File: src/rtl/ps2_pkg.sv
// Shared types, timing helpers and parity for the PS/2 host transmitter and receiver.
package ps2_pkg;

  typedef enum logic [2:0] {
    IDLE     = 3'd0,
    INHIBIT  = 3'd1,
    REQ      = 3'd2,
    SEND     = 3'd3,
    ACK      = 3'd4,
    WAITIDLE = 3'd5
  } ps2_state_e;

  localparam int unsigned CNT_W      = 20;
  localparam int unsigned FRAME_BITS = 10;

  function automatic int unsigned inhibit_cycles(input int unsigned clk_hz,
                                                 input int unsigned inhibit_us);
    return (clk_hz / 1_000_000) * inhibit_us;
  endfunction

  function automatic int unsigned timeout_cycles(input int unsigned clk_hz,
                                                 input int unsigned timeout_ms);
    return (clk_hz / 1000) * timeout_ms;
  endfunction

  localparam int unsigned INHIBIT_CYC = inhibit_cycles(25_000_000, 120);
  localparam int unsigned TIMEOUT_CYC = timeout_cycles(25_000_000, 20);

  function automatic logic odd_parity(input logic [7:0] b);
    return ~^b;
  endfunction

endpackage

File: src/rtl/ps2_sync.sv
// Two-flop synchronisers for the PS/2 CLOCK and DATA pins plus a CLOCK falling-edge strobe.
module ps2_sync (
  input  logic clk_i,
  input  logic rst_n_i,
  input  logic ps_clock_i,
  input  logic ps_data_i,
  output logic sync_clk_o,
  output logic sync_data_o,
  output logic clk_fall_o
);

  logic [1:0] clk_ff_q;
  logic [1:0] data_ff_q;
  logic       clk_prev_q;

  // Idle bus level is high, so reset to 1 to avoid a phantom edge after reset.
  always_ff @(posedge clk_i or negedge rst_n_i) begin
    if (!rst_n_i) begin
      clk_ff_q   <= 2'b11;
      data_ff_q  <= 2'b11;
      clk_prev_q <= 1'b1;
    end else begin
      clk_ff_q   <= {clk_ff_q[0], ps_clock_i};
      data_ff_q  <= {data_ff_q[0], ps_data_i};
      clk_prev_q <= clk_ff_q[1];
    end
  end

  assign sync_clk_o  = clk_ff_q[1];
  assign sync_data_o = data_ff_q[1];
  assign clk_fall_o  = ({clk_prev_q, clk_ff_q[1]} == 2'b10);

endmodule

File: src/rtl/ps2_tx.sv
// PS/2 host-to-device transmitter: inhibits the bus, clocks out one command byte,
// checks the device ACK and aborts on a missing device edge.
//
//   state    | meaning
//   ---------+-----------------------------------------------------------
//   IDLE     | lines released, waiting for start
//   INHIBIT  | host holds CLOCK low for the inhibit time
//   REQ      | DATA pulled low (start bit), CLOCK still held one cycle
//   SEND     | drive frame bit on each device CLOCK falling edge
//   ACK      | sample device ACK on the next falling edge
//   WAITIDLE | wait for CLOCK and DATA both high before reporting done
module ps2_tx
  import ps2_pkg::*;
#(
  parameter int unsigned CLK_HZ     = 25_000_000,
  parameter int unsigned INHIBIT_US = 120,
  parameter int unsigned TIMEOUT_MS = 20
) (
  input  logic       clock,
  input  logic       reset_n,
  input  logic       start,
  input  logic [7:0] data,
  input  logic       ps_clock,
  input  logic       ps_data,
  output logic       ps_clock_oe,
  output logic       ps_data_oe,
  output logic       busy,
  output logic       done,
  output logic       error
);

  localparam logic [CNT_W-1:0] INH_LAST  = CNT_W'(inhibit_cycles(CLK_HZ, INHIBIT_US) - 1);
  localparam logic [CNT_W-1:0] TO_LIMIT  = CNT_W'(timeout_cycles(CLK_HZ, TIMEOUT_MS));
  localparam logic [3:0]       LAST_BIT  = 4'(FRAME_BITS - 1);

  ps2_state_e             state_q, state_d;
  logic [CNT_W-1:0]       cnt_q, cnt_d;
  logic [3:0]             bitcnt_q, bitcnt_d;
  logic [FRAME_BITS-1:0]  frame_q, frame_d;
  logic                   clk_oe_q, clk_oe_d;
  logic                   data_oe_q, data_oe_d;
  logic                   busy_q, busy_d;
  logic                   done_q, done_d;
  logic                   error_q, error_d;

  logic sync_clk;
  logic sync_data;
  logic clk_fall;
  logic timed;

  ps2_sync u_sync (
    .clk_i       (clock),
    .rst_n_i     (reset_n),
    .ps_clock_i  (ps_clock),
    .ps_data_i   (ps_data),
    .sync_clk_o  (sync_clk),
    .sync_data_o (sync_data),
    .clk_fall_o  (clk_fall)
  );

  always_ff @(posedge clock or negedge reset_n) begin
    if (!reset_n) begin
      state_q   <= IDLE;
      cnt_q     <= '0;
      bitcnt_q  <= '0;
      frame_q   <= '0;
      clk_oe_q  <= 1'b0;
      data_oe_q <= 1'b0;
      busy_q    <= 1'b0;
      done_q    <= 1'b0;
      error_q   <= 1'b0;
    end else begin
      state_q   <= state_d;
      cnt_q     <= cnt_d;
      bitcnt_q  <= bitcnt_d;
      frame_q   <= frame_d;
      clk_oe_q  <= clk_oe_d;
      data_oe_q <= data_oe_d;
      busy_q    <= busy_d;
      done_q    <= done_d;
      error_q   <= error_d;
    end
  end

  assign timed = (state_q == REQ) || (state_q == SEND) ||
                 (state_q == ACK) || (state_q == WAITIDLE);

  always_comb begin
    state_d   = state_q;
    cnt_d     = cnt_q;
    bitcnt_d  = bitcnt_q;
    frame_d   = frame_q;
    clk_oe_d  = clk_oe_q;
    data_oe_d = data_oe_q;
    busy_d    = busy_q;
    done_d    = 1'b0;
    error_d   = 1'b0;

    // Watchdog restarts on every device falling edge.
    if (timed) begin
      cnt_d = clk_fall ? '0 : cnt_q + 1'b1;
    end

    case (state_q)
      IDLE: begin
        // A start coinciding with the done/error pulse belongs to the finished transfer.
        if (start && !done_q && !error_q) begin
          frame_d   = {1'b1, odd_parity(data), data};
          state_d   = INHIBIT;
          busy_d    = 1'b1;
          clk_oe_d  = 1'b1;
          data_oe_d = 1'b0;
          cnt_d     = '0;
        end
      end
      INHIBIT: begin
        if (cnt_q == INH_LAST) begin
          data_oe_d = 1'b1;
          cnt_d     = '0;
          state_d   = REQ;
        end else begin
          cnt_d = cnt_q + 1'b1;
        end
      end
      REQ: begin
        clk_oe_d = 1'b0;
        bitcnt_d = '0;
        state_d  = SEND;
      end
      SEND: begin
        if (clk_fall) begin
          data_oe_d = ~frame_q[bitcnt_q];
          bitcnt_d  = bitcnt_q + 1'b1;
          if (bitcnt_q == LAST_BIT) begin
            state_d = ACK;
          end
        end
      end
      ACK: begin
        if (clk_fall) begin
          if (!sync_data) begin
            state_d = WAITIDLE;
          end else begin
            error_d   = 1'b1;
            busy_d    = 1'b0;
            clk_oe_d  = 1'b0;
            data_oe_d = 1'b0;
            state_d   = IDLE;
          end
        end
      end
      WAITIDLE: begin
        if (sync_clk && sync_data) begin
          done_d  = 1'b1;
          busy_d  = 1'b0;
          state_d = IDLE;
        end
      end
      default: begin
        state_d   = IDLE;
        busy_d    = 1'b0;
        clk_oe_d  = 1'b0;
        data_oe_d = 1'b0;
      end
    endcase

    if (timed && (cnt_q > TO_LIMIT)) begin
      state_d   = IDLE;
      clk_oe_d  = 1'b0;
      data_oe_d = 1'b0;
      busy_d    = 1'b0;
      done_d    = 1'b0;
      error_d   = 1'b1;
      cnt_d     = '0;
    end
  end

  assign ps_clock_oe = clk_oe_q;
  assign ps_data_oe  = data_oe_q;
  assign busy        = busy_q;
  assign done        = done_q;
  assign error       = error_q;

endmodule
File: config.mk
export PLATFORM = sky130hd
export DESIGN_NAME = ps2_tx
export DESIGN_NICKNAME = d
export VERILOG_FILES = /design/src/rtl/ps2_pkg.sv /design/src/rtl/ps2_sync.sv /design/src/rtl/ps2_tx.sv
export SDC_FILE = /design/constraint.sdc
export NUM_CORES = 1
export LEC_CHECK = 0
export ABC_CLOCK_PERIOD_IN_PS = 6600
export BUFFER_PORTS_ARGS = -buffer_cell sky130_fd_sc_hd__buf_2
export CAP_MARGIN = 15
export CORE_MARGIN = 8
export CORE_UTILIZATION = 40
export CTS_BUF_LIST = sky130_fd_sc_hd__clkbuf_4 sky130_fd_sc_hd__clkbuf_8
export DETAILED_ROUTE_END_ITERATION = 10
export PLACE_DENSITY = 0.56
export SYNTH_ARGS = -nofsm -noshare
export SYNTH_HDL_FRONTEND = slang
export SYNTH_SLANG_ARGS = --single-unit
File: constraint.sdc
create_clock -name clock -period 6.6 [get_ports clock]
set_input_delay 1.98 -clock clock [delete_from_list [all_inputs] [get_ports clock]]
set_output_delay 1.98 -clock clock [all_outputs]
set_load 0.01 [all_outputs]
==> Word-level counts from Yosys, hierarchy flattened <==
Index checks and enable logic that the tools add are counted.
{ "word_totals": {"inputBits": 13, "out_inout_bits": 5, "wordCells": 96, "reg_bits": 47} }
{ "classes": {"addsub": 2, "n_lt_le_gt_ge": 2, "reduce_logical": 21, "bitwise_logic": 1, "n_eq_ne": 19, "n_mux": 39} }
{ "ops": {"columns": ["cell", "n"], "rows": [
  ["20-bit two-way mux", 5],
  ["20-bit one-hot mux with 2 select lines", 1],
  ["3-bit two-way mux", 8],
  ["20-bit by 1-bit adder with 20-bit output, second input constant", 1],
  ["20-bit by 12-bit == test with 1-bit output, second input constant", 1],
  ["20-bit by 19-bit greater-than comparator with 1-bit output, second input constant", 1],
  ["1-bit two-way mux", 18],
  ["3-bit one-hot mux with 6 select lines", 1],
  ["6-bit AND reduction", 2],
  ["3-bit by 1-bit inequality test with 1-bit output, second input constant", 3],
  ["4-bit one-hot mux with 2 select lines", 1],
  ["8-bit XNOR reduction", 1],
  ["3-bit by 2-bit == test with 1-bit output, second input constant", 2],
  ["3-bit == test, second input constant", 2],
  ["2-bit by 1-bit inequality test with 1-bit output, second input constant", 3],
  ["3-bit by 2-bit inequality test with 1-bit output, second input constant", 2],
  ["3-bit inequality test, second input constant", 2],
  ["3-bit OR reduction", 2],
  ["4-bit by 5-bit less-than comparator with 1-bit output, second input constant", 1],
  ["1-bit one-hot mux with 5 select lines", 1],
  ["5-bit AND reduction", 1],
  ["4-bit by 1-bit adder with 4-bit output, second input constant", 1],
  ["1-bit binary-select mux with 4-bit select", 1],
  ["4-bit == test, second input constant", 1],
  ["15 further kinds", 22]
]} }

==> Depth between registers and ports, before layout <==
{ "depth": {"ltp_word": 8, "depth_mapped": 10, "mapped_depth_nobuf": 7} }

==> Modules after synthesis <==
A second synthesis with hierarchy kept.
{ "hier_totals": {"hier_cells": 313, "hier_area_um2": 2935.3} }
{ "by_module_without_submodules": {"columns": ["module", "cells_each", "seq_area_each_um2", "n_inst", "area_per_inst_um2"], "rows": [
  ["ps2_tx", 307, 1051.0, 1, 2790.2],
  ["ps2_sync", 6, 131.4, 1, 145.1]
]} }

==> Worst setup path before layout <==
No wires, ideal clock.
{ "synth_timing": {"kind": "input port to flip-flop", "from": "in start", "to": "reg cnt_q[3]", "arrival_ns": 3.465, "cell_stages": 7, "path_buffers": 1, "setup_time_ns": 0.082, "required_time_ns": 6.518, "path_slack_ns": 3.053, "cell_sequence": "nor3b_1 > o41ai_4 > nand3_1 > and2_4 > buf_2 > or3_1 > a31oi_1"} }
{ "synth_between": {"elab_chain_len": 5} }
{ "synth_rtl": {"columns": ["element", "line", "text"], "rows": [
  ["start, declared", "ps2_tx.sv:21", "input logic start,"],
  ["1-bit logical AND (2 in a row)", "ps2_tx.sv:107", "if (start && !done_q && !error_q) begin"],
  ["20-bit two-way mux", "ps2_tx.sv:107", null],
  ["20-bit one-hot mux with 2 select lines", "ps2_tx.sv:104", "case (state_q)"],
  ["20-bit two-way mux", "ps2_tx.sv:167", "if (timed && (cnt_q > TO_LIMIT)) begin"],
  ["named net cnt_d[3]", "ps2_tx.sv:37", "logic [CNT_W-1:0] cnt_q, cnt_d;"],
  ["end signal, assigned", "ps2_tx.sv:74", "cnt_q <= cnt_d;"],
  ["end, declared", "ps2_tx.sv:37", null]
]} }
The timed path passes the listed nets, and every way through them passes these cells.
A chain may end at the register's enable or synchronous reset.

==> Worst setup path after layout <==
{ "layout_timing": {"from": "in start", "to": "reg cnt_q[19]"} }
The elaborated chain is that of the path after synthesis.

==> results list <==
- The clock reaches the later pin of the worst-skew pair after 0.31 ns.
* Critical path class: in2reg
- Sorting the synthesized cells by how often they occur yields 42 x dfrtp_1, 38 x nand2_1, 23 x nor2_1.
* Power per cell area: 231 nW/um^2
- Number of hold buffers added after cts: 0
* Layout cell share with drive strength beyond 1: 0.162
- In the post-synthesis netlist, the biggest area contributors are dfrtp_1 35%, nand2_1 4.8%, dfstp_2 4.4%, mux2_2 3.4%, o21ai_0 3.4%.
- Number of max-cap violations: 0
* Total count of max-transition violations in the final report: 0
- Status: completed
- Count of final setup violators: 0
- Number of detailed-routing iterations run before antenna repair: 5
- Maximum VDD drop: 0.137 mV
* Sum of routed wire segments on met1: 3.35 mm
* Mapped cell area: 2970 um^2
- The detailed router placed 2,422 vias in this run.
- Global router's overall resource usage: 0.145
- Arrival time reported for the critical path endpoint: 3.96 ns
* Transition time at the pin with the least slew margin: 1.01 ns
* Number of rows created at floorplan: 31
- After detailed routing, the met3 layer carries 254 um of wire.
- Most instantiated flip-flop cell in the synthesis netlist: dfrtp_1
- For the worst setup path, the data required time is 6.80 ns.
- Total half-perimeter wirelength after legalization and detailed placement: 4.69 mm
- The die is 102 um tall.
- Summing all multi-input logic gate instances after layout gives 1610 um^2.
* Synth top area share: 0.354
- The critical path goes through buf_2, nor3b_1, o41ai_4, nor2b_1, nor2_1, nor4_1.
- Counting flops and latches in the post-synthesis netlist gives 47.
- Summing all flip-flop and latch instances after layout gives 1180 um^2.
- In the routed layout, each cell is associated on average with a via count of 5.67.
- Number of levels the H-tree was split into: 2
* Number of buffers inserted during clock tree synthesis: 5
- The via count of the first global-routing pass is 2,464.
- Number of inserted diodes: 0
- Utilization after layout: 0.438
- X dimension of the die: 102 um
- Proportion of register bits with asynchronous set or reset after synthesis: 1.00
- For this design, the slowest cell found on the critical path is nor2b_1.
* Clock Pin Slew Worst Setup and Hold Paths: 0.10 ns
* Std-Cell Core Area: 7210 um^2
- Avg Synthesized Cell Area: 9.22 um^2
- Summed over all nets, wire length on met2 after detailed routing comes to 3.25 mm.
- The floorplan step defined a die boundary enclosing 10,400 um^2.
* Cell taking the most area after synthesis: dfrtp_1
* Final Hold Violating Endpoints: 0
- Setup total negative slack on the finished layout was measured at 0 ns.
- The analysis attributes to cell leakage a power of 1.31 nW.
* Average wire length per cell after detail routing: 16.2 um
- Net count after synthesis: 341
- Antenna violations before repair: 0
- Post-CTS setup-driven buffer insertion count: 0
- Top fanout value on the critical path: 13
- Once detail routing completed, the nets flagged for antenna violations numbered 0.
- Routability-driven placement finished with a final weighted congestion of 0.792.
* Sink Count: 47
* Number of remaining DRC errors: 0
- Global-route wire length before repair: 12.2 mm
* Slew headroom: 0.327
- In this run, distinct cell masters in the synthesized netlist total 61.
* Peak per-stage delay on the critical path: 0.86 ns
- Based on the critical path, the design can be clocked at up to 0.266 GHz.
- The min-delay analysis places its worst path in the category reg2reg.
* Layout Nets: 346
- Category of the worst setup path launch point: input pin
- Port Buffer Count: 17
- Yosys mapped a number of flops with a built-in enable equal to 0.
- The initial utilization of the core area, before any placement, comes to 0.412.
* Total I/O pin count: 18
- Total overflow reported by the global router: 0
* Sequential share of the synthesized area: 0.398
- Critical path endpoint category: register
* Shortest clock period the worst path allows after layout: 3.76 ns
- During synthesis, Yosys emitted a total of 0 warnings.
- Number of cells produced by synthesis: 322
- After the first detailed-routing iteration, the DRC count stood at 154.
- After clock tree synthesis, the repair step resized 0 gates.
- Synth-to-layout area growth: 6.41%
- RSZ-0062 raised after global routing: no
- Dividing the final minimum period by the clock period gives 0.570.
- Cell type group with the largest total delay on the critical path: simple AND/OR/NAND/NOR gates
- Pin count of the biggest net entering global routing: 48
* Maximum count of clock buffers along a single path: 2
- Number of fill cells: 734
- Yosys instantiated no cell more often than dfrtp_1.
- TritonCTS built the clock tree.
- The highest layer touched by signal routing is met4.
- Detailed-route wire length: 6.92 mm
- CP Buf/Inv Count: 1
- Clock Tree Root: clkbuf_8
- Final Skew: 0.00739 ns
kinds of logic (layout without fill, tap and decap cells):
| family | count (synthesis) | after routing | synth area share |
|---|---|---|---|
| simple gates | 143 | 143 | 0.261 |
| compound gates | 73 | 73 | 0.163 |
| flops | 47 | 47 | 0.398 |
| buf+inv | 29 | 35 | 0.0628 |
| mux | 16 | 16 | 0.0662 |
| xor+xnor | 8 | 8 | 0.0236 |
| fa+ha+maj | 6 | 6 | 0.0253 |
layout make-up:
cell class,count,share of cell area
timing repair buffer,19,0.0317
inverter,8,0.00950
multi-input combinational,246,0.509
clock inverter,3,0.0150
clock buffer,5,0.0218
tap,99,0.0392
sequential,47,0.374
registers in the layout, indices dropped and copies added, names as in the netlist:
| register | flops |
|---|---|
| error | 1 |
| busy | 1 |
| u_sync.clk_ff_q | 2 |
| bitcnt_q | 4 |
| frame_q | 10 |
| ps_clock_oe | 1 |
| done | 1 |
| state_q | 3 |
| u_sync.data_ff_q | 2 |
| u_sync.clk_prev_q | 1 |
| ps_data_oe | 1 |
| cnt_q | 20 |
final timing paths:
check,startpoint,slack (ns),cells after the start,end
hold / removal,u_sync.data_ff_q[0],0.36,0,u_sync.data_ff_q[1]
min in group asynchronous,reset_n,1.75,2,frame_q[6]
hold reg to reg,u_sync.data_ff_q[0],0.36,0,u_sync.data_ff_q[1]
setup / recovery,start,2.84,6,cnt_q[19]
setup reg to reg,state_q[2],3.37,7,cnt_q[4]
max in group asynchronous,reset_n,4.45,2,cnt_q[17]
layout by cell type, fill, tap and decap left out, types with 3 or more instances in the layout:
cell type	synthesis	layout
inv_1	7	7
a22o_1	4	4
nand3_1	15	15
nand2_1	38	38
nor2_1	23	23
buf_2	2	17
nand3b_1	3	3
nor3b_1	5	5
clkbuf_8	4	5
nor4_1	4	4
a21oi_1	15	15
o21ai_0	20	20
dfrtp_1	42	42
dfstp_2	5	5
nor2b_1	3	3
o31ai_1	4	4
mux2i_1	5	5
or3_1	9	9
xnor2_1	6	6
nand4_1	6	6
mux2_2	9	9
a21o_1	3	3
ha_1	6	6
a31oi_1	10	9
nor3_1	15	15
nand2b_1	3	3
worst register-to-register path, delay by kind of cell, from the launching register on:
| family | cells | cell delay (ns) |
|---|---|---|
| DFF | 1 | 0.68 |
| AOI/OAI and AO/OA | 4 | 1.07 |
| buffers and inverters | 2 | 0.81 |
| adders and majority gates | 1 | 0.56 |
through the flow:
step	setup WS [ns]	hold WS (ns)	instances	instance area, um^2	power, W
6_report	2.84	0.360	427	3160	0.000730
5_1_grt	2.64	0.366	427	3160	0.000774
4_1_cts	2.88	0.362	427	3160	0.000739
3_5_place_dp	2.53	0.347	419	3040	0.000511
3_3_place_gp	2.61	0.346	419	3040	0.000505
2_1_floorplan	3.05	0.345	322	2970	0.000467
per-layer routing:
metal | vias up | track usage
met2 | 45 | 0.236
met1 | 1180 | 0.192
met3 | 5 | 0.0259
met5 | - | 0
li1 | 1192 | -
met4 | 0 | 0.0429
report_power, final:
group	total (W)	switching [W]	internal, W	leakage (nW)
Sequential	0.000373	0.0000427	0.000330	0.595
Combinational	0.000131	0.0000646	0.0000666	0.657
Clock	0.000225	0.000110	0.000115	0.0587
Note: power is estimated with default switching activity, not from simulation.
